[src/rtl/double_to_sig16b_conv.sv]
// IEEE-754 binary64 sample to signed 16-bit PCM, staged on enable and published on a counter match.
// Optional macro D2S16_ROUND_EN: round half away from zero (default build truncates toward zero).
module double_to_sig16b_conv #(
  parameter logic [12:0] LOAD_COUNT = 13'd0
) (
  input  logic        clk_operation,
  input  logic        rst,
  input  logic [12:0] sampling_cycle_counter,
  input  logic        enable,
  input  logic [63:0] double,
  output logic [15:0] sig16b
);

  logic        sign_bit;
  logic [10:0] exp_field;
  logic [51:0] frac_field;
  logic [52:0] mant;
  logic [5:0]  shamt;
  logic [15:0] mag;
  logic [15:0] conv_next;
  logic [15:0] conv_q;

  assign sign_bit   = double[63];
  assign exp_field  = double[62:52];
  assign frac_field = double[51:0];
  assign mant       = {1'b1, frac_field};

  // Only meaningful for 1007 <= e <= 1022, where the shift lies in 38..53.
  assign shamt = 6'(11'd1060 - exp_field);

`ifdef D2S16_ROUND_EN
  logic [16:0] mag_half;

  // Keep one extra bit below the LSB, add it in, then drop it.
  assign mag_half = 17'(mant >> (shamt - 6'd1));
  assign mag      = 16'((mag_half + 17'd1) >> 1);
`else
  assign mag = 16'(mant >> shamt);
`endif

  always_comb begin
    conv_next = 16'h0000;
    if (exp_field == 11'd2047 && frac_field != 52'd0) begin
      conv_next = 16'h0000;
    end else if (exp_field >= 11'd1023) begin
      conv_next = sign_bit ? 16'h8000 : 16'h7FFF;
    end else if (exp_field < 11'd1007) begin
      conv_next = 16'h0000;
    end else if (sign_bit) begin
      // mag never exceeds 32768 here, which negates to 16'h8000 exactly.
      conv_next = 16'(-mag);
    end else if (mag > 16'd32767) begin
      conv_next = 16'h7FFF;
    end else begin
      conv_next = mag;
    end
  end

  always_ff @(posedge clk_operation) begin
    if (rst) begin
      conv_q <= 16'h0000;
      sig16b <= 16'h0000;
    end else begin
      if (enable) begin
        conv_q <= conv_next;
      end
      if (sampling_cycle_counter == LOAD_COUNT) begin
        sig16b <= conv_q;
      end
    end
  end

endmodule

[config.mk]
export PLATFORM = sky130hd
export DESIGN_NAME = double_to_sig16b_conv
export DESIGN_NICKNAME = d
export VERILOG_FILES = /design/src/rtl/double_to_sig16b_conv.sv
export SDC_FILE = /design/constraint.sdc
export NUM_CORES = 1
export LEC_CHECK = 0
export CORE_ASPECT_RATIO = 0.75
export CORE_UTILIZATION = 45
export DETAILED_ROUTE_END_ITERATION = 8
export PLACE_DENSITY = 0.78
export SETUP_SLACK_MARGIN = 0.3
export SYNTH_ARGS = -nofsm -noshare
export SYNTH_HDL_FRONTEND = slang
export SYNTH_SLANG_ARGS = --single-unit
[constraint.sdc]
create_clock -name clk_operation -period 4.9 [get_ports clk_operation]
set_input_delay 1.225 -clock clk_operation [delete_from_list [all_inputs] [get_ports clk_operation]]
set_output_delay 1.225 -clock clk_operation [all_outputs]
set_load 0.01 [all_outputs]
==> results.json <==
{
  "status": "finished clean",
  "antenna_found_initial": 0,
  "cts_root_buffer": "clkbuf_16",
  "totalWireLength_um": 20500,
  "drtAntennaViolNets": 0,
  "nets": 851,
  "grt_use_met3_pct": 11.9,
  "grt_use_total_pct": 34.3,
  "pin_count": 96,
  "hp-class": "reg2reg",
  "drv_cap": 0,
  "drt-pass1-iter-count": 6,
  "ys_warn_count": 0,
  "grt_max_degree": 49,
  "met1_usage_pct": 48.4,
  "grt_overflow": 0,
  "synth-seq-cells": 32,
  "fin_util_pct": 65.1,
  "core_um2": 11100,
  "finalSetupTns_ns": 0,
  "vias_per_cell": 6.67,
  "hold_viol": 0,
  "min_to": "conv_q[8]$_SDFFE_PP0P_",
  "dieArea_um2": 12000,
  "critPathArrivalTime_ns": 4.59,
  "dp_hpwl_um": 16600,
  "drive_gt1_share_pct": 29.4,
  "die_w_um": 126,
  "cts_tree": "built",
  "row_count": 33,
  "die_h_um": 95.2,
  "worstPathRequired_ns": 5.07,
  "syn_avg_cell_area_um2": 8.89,
  "numPortBuffers": 95,
  "synth_nets": 671,
  "r2r_end": "conv_q[12]$_SDFFE_PP0P_",
  "grt_setup_unrepaired": "no",
  "place_ws_ns": -0.0846,
  "h-tree-depth": 2,
  "rr_worst_depth": 4,
  "ff2ff_setup_slack_ns": 3.86,
  "setup_viol_count_final": 0,
  "numCtsBuffers": 5,
  "maxSlewHeadroom_pct": 23.6,
  "endpoint_kind": "register",
  "place.gp.congestion": 0.938,
  "insertion_delay_ns": 0.28,
  "area_delta_synth_final_pct": 38.7,
  "grt_pass1_vias": 5633,
  "synth-async-reset-ratio_pct": 0,
  "slew_violations": 0,
  "min_path_cells": 1,
  "worstSetupPathType": "in2reg",
  "clock-sinks": 32,
  "grt-busiest-layer": "met2",
  "use_met2_pct": 50.5,
  "diodes": 0,
  "finalCriticalPeriod_ns": 4.42,
  "cts_hold_buf": 0,
  "nFillCells": 902,
  "synth_seq_area_share_pct": 12.3,
  "drc": 0,
  "routedWlPerCell_um": 22.7,
  "clk_pin_slew_ns": 0.05,
  "leakagePower_nw": 2.92,
  "start_util_pct": 46.9,
  "synth-edff-count": 0,
  "synth_cell_types": 96,
  "ys.flop_type": "dfxtp_1",
  "vdd_drop_max_v": 0.000126,
  "finalClockSkew_ns": 0.00409,
  "grt_pass1_wl_um": 31300,
  "r2r_start": "conv_q[12]$_SDFFE_PP0P_",
  "fin_ws_ns": 0.476,
  "vias": 6047,
  "cp-start-kind": "input pin",
  "cp_max_fo": 7,
  "drtIter0Drc": 700,
  "worstHoldStart": "conv_q[8]$_SDFFE_PP0P_",
  "final_common_cell": "buf_4",
  "netlist_area_um2": 5210,
  "worstMarginPinSlew_ns": 1.14,
  "cts_buffer_depth": 2,
  "final_cell_mix": "115 x buf_4, 93 x clkdlybuf4s50_1, 63 x mux2i_1",
  "cellPowerDensity_nw_per_um2": 221,
  "max_clock_freq_ghz": 0.226,
  "syn_inst": 586,
  "fin_crit_sh_pct": 90.3
}
## synthesized netlist by cell type, types with 8 or more instances
cell type  number  area, um^2
nor4_1         19         119
nand3_1        17        85.1
mux2_2         11         124
nor2_1         59         221
a21oi_1        31         155
clkbuf_1        9        33.8
o21ai_0        16        80.1
buf_6          11         124
mux4_2         41         923
nor3_1          8        40.0
dfxtp_1        32         641
buf_2          12        60.1
o21ai_1         9        45.0
mux2i_1        67         671
nand2_1        54         203
## per-layer routing
layer / wire, um / vias up / part of all wire (%)
met5: 0 / - / 0
met4: 328 / 0 / 1.6
met3: 2750 / 38 / 13
met2: 8540 / 388 / 42
met1: 8920 / 2928 / 43
li1: - / 2693 / -
## cells by family after synthesis
kind of cell               Yosys count  share of synthesized area, %
AOI/OAI and AO/OA                  159                          23.2
buffers and inverters               51                          6.92
xor gates and xnor gates             8                          1.78
adders and majority gates            5                          1.20
muxes                              126                          34.8
DFF                                 32                          12.3
and+or+nand+nor                    205                          19.9
## report_power, final
group	switching [mW]	total [mW]	internal, mW
sequential	0.00613	0.276	0.270
combinational	0.507	0.991	0.484
clock	0.113	0.326	0.213
## critical path: stages
cell and delay, ns:
dlygate4sd2_1 0.25, inv_2 0.10, ha_4 0.25, buf_4 0.15
buf_4 0.14, buf_4 0.16, or3b_4 0.40, o21ai_1 0.13
a2bb2oi_1 0.22, o22a_1 0.28, a32oi_2 0.16, or4_1 0.59
a211o_1 0.28, a32o_1 0.27
## worst max-delay path by stage
stage / start / endpoint / depth (start not counted)
global route: double[54] / conv_q[12]$_SDFFE_PP0P_ / 15
CTS: double[53] / conv_q[12]$_SDFFE_PP0P_ / 18
detailed placement: double[53] / conv_q[12]$_SDFFE_PP0P_ / 16
floorplan: double[52] / conv_q[13]$_SDFFE_PP0P_ / 15
finish: double[53] / conv_q[13]$_SDFFE_PP0P_ / 14
global placement: double[53] / conv_q[13]$_SDFFE_PP0P_ / 11
## metrics by stage
stage	instances	instance area, um^2	total power [mW]	hold slack, ns
after floorplan	586	5260	0.838	0.422
after global placement	894	6960	1.20	0.443
after detailed placement	894	6960	1.21	0.456
after CTS	906	7200	1.56	0.467
after global routing	906	7230	1.66	0.501
final	906	7230	1.59	0.468
## flip-flops by register name (all words and copies together) (netlist names)
signal	count
sig16b	16
conv_q	16
## timing repair
action / 4_1_cts / 5_1_grt
endpoints found under the setup margin: 11 / 5
resized for setup: 10 / 3
setup buffers: 5 / 0
cloned: 0 / 0
pin swaps: 7 / 1
## cell type report
type | instances | area, um^2 | area share, %
tap | 140 | 175 | 2.42
inverter | 7 | 28.8 | 0.398
sequential | 32 | 641 | 8.86
timing repair buffer | 217 | 1940 | 26.9
clock buffer | 7 | 153 | 2.11
multi-input combinational | 503 | 4290 | 59.3
No activity file was read; power rests on OpenSTA's default activity.
